===== src/rtl/indication_word_serializer_pkg.sv =====
// indication_word_serializer_pkg: shared header field layout, widths and serializer state type
package indication_word_serializer_pkg;
  localparam int MSG_W    = 128;
  localparam int WORD_W   = 32;
  localparam int LEN_LSB  = 0;
  localparam int LEN_W    = 16;
  localparam int METH_LSB = 16;
  localparam int METH_W   = 16;
  typedef enum logic {IDLE, SEND} state_e;
endpackage


===== src/rtl/indication_word_serializer_msg_fifo.sv =====
// msg_fifo: DEPTH x 128-bit register FIFO; ports CLK, nRST (sync active-low), enq/enq_data, deq, head, full, count
module msg_fifo
  import indication_word_serializer_pkg::*;
#(
  parameter int DEPTH = 4
) (
  input  logic                     CLK,
  input  logic                     nRST,
  input  logic                     enq,
  input  logic [MSG_W-1:0]         enq_data,
  input  logic                     deq,
  output logic [MSG_W-1:0]         head,
  output logic                     full,
  output logic [$clog2(DEPTH):0]   count
);
  localparam int PW = $clog2(DEPTH);
  logic [MSG_W-1:0] mem [DEPTH];
  logic [PW-1:0] wp, rp;
  logic do_enq, do_deq;
  assign full   = count == (PW+1)'(DEPTH);
  assign head   = mem[rp];
  assign do_enq = enq & ~full;
  assign do_deq = deq & (count != '0);
  always_ff @(posedge CLK) begin
    if (!nRST) begin
      wp    <= '0;
      rp    <= '0;
      count <= '0;
      for (int i = 0; i < DEPTH; i++) mem[i] <= '0;
    end else begin
      if (do_enq) begin
        mem[wp] <= enq_data;
        wp      <= wp + PW'(1);
      end
      if (do_deq) rp <= rp + PW'(1);
      count <= count + (PW+1)'(do_enq) - (PW+1)'(do_deq);
    end
  end
endmodule


===== src/rtl/indication_word_serializer.sv =====
// indication_word_serializer: buffers 128-bit indication messages and streams them out as length-limited 32-bit words
module indication_word_serializer
  import indication_word_serializer_pkg::*;
#(
  parameter int DEPTH  = 4,
  parameter int MAXLEN = 4
) (
  input  logic               CLK,
  input  logic               nRST,
  input  logic               pipe_enq__ENA,
  input  logic [MSG_W-1:0]   pipe_enq_v,
  output logic               pipe_enq__RDY,
  output logic               word_enq__ENA,
  output logic [WORD_W-1:0]  word_enq_v,
  output logic               word_enq_last,
  input  logic               word_enq__RDY,
  output logic [15:0]        dropCount
);
  localparam int IW = $clog2(MAXLEN);
  logic [MSG_W-1:0] head;
  logic full, drop, xfer, last, deq;
  logic [$clog2(DEPTH):0] count;
  logic [LEN_W-1:0] len;
  logic [IW:0] eff;
  logic [IW-1:0] idx;
  state_e state;
  msg_fifo #(.DEPTH(DEPTH)) u_fifo (
    .CLK(CLK), .nRST(nRST), .enq(pipe_enq__ENA), .enq_data(pipe_enq_v),
    .deq(deq), .head(head), .full(full), .count(count)
  );
  always_comb begin
    len   = head[LEN_LSB +: LEN_W];
    eff   = (len > LEN_W'(MAXLEN)) ? (IW+1)'(MAXLEN) : len[IW:0];
    drop  = (count != '0) && (len == '0);
    state = ((count != '0) && !drop) ? SEND : IDLE;
    last  = (state == SEND) && ({1'b0, idx} == eff - (IW+1)'(1));
    xfer  = (state == SEND) && word_enq__RDY;
    deq   = drop | (xfer & last);
  end
  assign pipe_enq__RDY = ~full;
  assign word_enq__ENA = xfer;
  assign word_enq_last = last;
  assign word_enq_v    = (state == SEND) ? head[idx*WORD_W +: WORD_W] : '0;
  always_ff @(posedge CLK) begin
    if (!nRST) begin
      idx       <= '0;
      dropCount <= '0;
    end else begin
      if (xfer) idx <= last ? '0 : idx + IW'(1);
      if (drop && dropCount != 16'hFFFF) dropCount <= dropCount + 16'd1;
    end
  end
endmodule

===== config.mk =====
export PLATFORM = sky130hd
export DESIGN_NAME = indication_word_serializer
export DESIGN_NICKNAME = d
export VERILOG_FILES = /design/src/rtl/indication_word_serializer_pkg.sv /design/src/rtl/indication_word_serializer_msg_fifo.sv /design/src/rtl/indication_word_serializer.sv
export SDC_FILE = /design/constraint.sdc
export NUM_CORES = 1
export LEC_CHECK = 0
export CORE_ASPECT_RATIO = 1.75
export CORE_MARGIN = 4
export CORE_UTILIZATION = 60
export DETAILED_ROUTE_END_ITERATION = 6
export DONT_BUFFER_PORTS = 1
export HOLD_SLACK_MARGIN = 0.12
export PLACE_DENSITY = 0.84
export SLEW_MARGIN = 15
export SYNTH_ARGS = -nofsm -noshare
export SYNTH_HDL_FRONTEND = slang
export SYNTH_SLANG_ARGS = --single-unit
export TNS_END_PERCENT = 50

===== constraint.sdc =====
create_clock -name CLK -period 16.2 [get_ports CLK]
set_input_delay 3.24 -clock CLK [delete_from_list [all_inputs] [get_ports CLK]]
set_output_delay 3.24 -clock CLK [all_outputs]
set_load 0.01 [all_outputs]

==> results.yml <==
finish:
  nFillCells: 2567
  final_common_cell: "edfxtp_1"
  layout.nets: 1722
  layout-drive-gt1-share_pct: 16.8
  final_area_mm2: 0.0258
  layout_common_cells: "edfxtp_1, nor2_1, mux4_2"
  area_growth_pct: 8.22
  instances_no_fill: 2110
worst_setup_path:
  cpPeakStageDelay_ns: 0.98
  ff2ff_setup_slack_ns: 9.73
  cp_cell_sequence: "buf_4 > mux4_2 > nor4_2 > nand4_2 > nand2b_1 > ha_1 > nand2b_1 > or2_2 > a21oi_1 > o21ai_0 > nor2_1"
  r2r_cells: 19
  crit_slowest_cell: "dfxtp_4"
  cpMostUsedCell: "nand2b_1"
  critPathArrivalTime_ns: 5.31
  cp.required_ns: 12.96
  startpoint_type: "flop"
  crit_fanout: 47
  regToRegEndpoint: "u_fifo.count[2]"
  path_class: "reg2out"
  worstSetupEndpointType: "output pin"
pwr:
  pwr-share-seq_pct: 52.2
  swShare_pct: 25.4
  ir_drop_uv: 121
  leakagePower_nw: 9.72
  switchingPower_mw: 0.845
  p_total_mw: 3.33
  clkPwrFrac_pct: 33.6
  powerDensity_mw_per_mm2: 129
  combPwrFrac_pct: 14.1
  p_int_mw: 2.48
route:
  routedWlPerCell_um: 25.9
  routed_wl_mm: 54.6
  drt_pre_antenna_iters: 7
  vias: 13200
  drc: 0
  via_per_inst: 6.24
  ant_nets: 0
  drtIter0Drc: 1176
cts:
  clk_latency_ns: 0.56
  cts_resized: 0
  cts_tree: "done"
  cts-buffers-inserted: 47
  post_cts_buffers: 0
  cts_num_sinks: 539
  root_buffer: "clkbuf_16"
  clock_path_buffers: 3
  path_clk_slew_ns: 0.07
  postCtsHoldBufs: 0
  htree_levels: 2
placement:
  portBuffers: 0
  hpwlAfterDp_mm: 31.9
  gp_congestion: 0.792
  dp.cells: 2026
  place_area_mm2: 0.0243
die:
  io_pins: 183
  start_util_pct: 60.8
  die_y_um: 272
  die_w_um: 159
  rows: 96
  core_area_mm2: 0.0393
  dieArea_mm2: 0.0432
timing:
  whs_ns: 0.476
  worst_pin_slew_ns: 1.11
  fmax_mhz: 117
  rsz0062_at_grt: "false"
  finalHoldViolations: 0
  drv_slew: 0
  fin_tns_setup_ns: 0
  finalCritPeriodShare_pct: 52.8
  finalSetupViolCount: 0
  slew_headroom_pct: 25.9
  layout_min_cycle_time_ns: 8.55
  finalClockSkew_ns: 0.0121
synthesis:
  synth_area_mm2: 0.0239
  synthArstFlopShare_pct: 0
  synth_area_leaders: "edfxtp_1, mux4_2, nor2_1"
  syn_avg_cell_area_um2: 14.8
  seq_area_frac_synth_pct: 66.7
  ys_warn_count: 0
  synth_area_leader_cell: "edfxtp_1"
  syn_nets: 1754
  ys.flop_type: "edfxtp_1"
  synthCells: 1617
  ys_types: 44
  synth_edf_count: 512
  ys_seq_elements: 539
  synth_top_area_share_pct: 64.4
min_path:
  worstHoldPathCells: 2
  min_from: "u_fifo.rp[1]"
  hold_path_class: "reg2reg"
grt:
  grt_pass1_vias: 13700
  overflow: 0
  grt_max_degree: 88
  antenna_found_initial: 3
  grt_pass1_wl_mm: 83.2
  grt_usage_pct: 25.3
outcome:
  status: "finished, final reports clean"
flow_run:
  drv_cap: 0
state kept, by name, indices dropped and copies added, names as in the netlist, named ones only:
register / count
idx: 2
u_fifo.mem: 512
u_fifo.count: 3
dropCount: 16
u_fifo.wp: 2
u_fifo.rp: 2
kinds of logic (layout without fill, tap and decap cells):
| group | count (synthesis) | in the layout | synth area share [%] |
|---|---|---|---|
| XOR/XNOR | 10 | 10 | 0.367 |
| adder cells (fa/ha/maj) | 5 | 5 | 0.294 |
| other | 0 | 4 | 0 |
| AO/OA/AOI/OAI | 17 | 17 | 0.577 |
| flip-flops | 539 | 539 | 66.7 |
| buffers and inverters | 233 | 232 | 3.77 |
| multiplexers | 172 | 172 | 15.6 |
| AND/OR/NAND/NOR | 641 | 641 | 12.7 |
through the flow:
stage / util, % / setup WS (ns)
floorplan: - / 3.09
global placement: 61.9 / 8.18
detailed placement: 61.9 / 8.07
CTS: 65.7 / 7.46
global route: 65.8 / 7.14
finish: 65.8 / 7.65
power by group through the flow:
| stage | clock network (mW) | logic (mW) | registers (mW) |
|---|---|---|---|
| after floorplan | 0 | 0.331 | 1.77 |
| after global placement | 0 | 0.462 | 1.75 |
| after detailed placement | 0 | 0.471 | 1.76 |
| after CTS | 1.13 | 0.475 | 1.74 |
| after global routing | 1.19 | 0.503 | 1.75 |
| final | 1.12 | 0.471 | 1.74 |
cells in the mapped netlist, drive strengths merged (2+ instances only):
| library cell | n |
|---|---|
| a21boi | 3 |
| and2 | 139 |
| and3 | 4 |
| and4 | 2 |
| buf | 19 |
| clkbuf | 80 |
| dfxtp | 27 |
| edfxtp | 512 |
| ha | 4 |
| inv | 134 |
| mux2i | 12 |
| mux4 | 160 |
| nand2 | 150 |
| nand2b | 16 |
| nand3 | 11 |
| nand4 | 4 |
| nor2 | 264 |
| nor2b | 35 |
| nor3 | 6 |
| nor4 | 4 |
| o21a | 2 |
| o21ai | 6 |
| or2 | 2 |
| or3 | 2 |
| xnor2 | 3 |
| xor2 | 7 |
worst max-delay path, delay by kind of cell (launching register included):
kind / cells / cell delay (ns)
AO/OA/AOI/OAI: 2 / 0.32
adder cells (fa/ha/maj): 1 / 0.25
buffers and inverters: 1 / 0.86
flip-flops: 1 / 0.98
multiplexers: 1 / 0.62
AND/OR/NAND/NOR: 6 / 1.62
area by class of cell:
| class | instances | area (um2) | area share (%) |
|---|---|---|---|
| Antenna cell | 4 | 10.0 | 0.0388 |
| Tap cell | 490 | 613 | 2.37 |
| Clock buffer | 55 | 1250 | 4.84 |
| Multi-Input combinational cell | 845 | 7120 | 27.6 |
| Timing Repair Buffer | 18 | 135 | 0.523 |
| Sequential cell | 539 | 15900 | 61.7 |
| Inverter | 134 | 503 | 1.95 |
| Clock inverter | 25 | 267 | 1.03 |
routing by layer:
metal / global-route usage [%] / routed length (um) / share of wire [%]
met1: 31.3 / 18600 / 34
met2: 44.7 / 29700 / 54
met3: 4.60 / 4200 / 7.7
met4: 9.85 / 2170 / 4.0
met5: 0 / 0 / 0
how the worst max path moves through the flow:
stage / start / slack (ns) / to / cells after the start
after floorplan: pipe_enq__ENA / 3.09 / u_fifo.mem[1][0] / 2
after global routing: flop / 7.14 / word_enq_last / 11
after detailed placement: flop / 8.07 / word_enq_last / 11
after global placement: flop / 8.18 / word_enq_last / 11
final: flop / 7.65 / word_enq_last / 11
after CTS: flop / 7.46 / word_enq_last / 11
No activity file was read; power rests on OpenSTA's default activity.
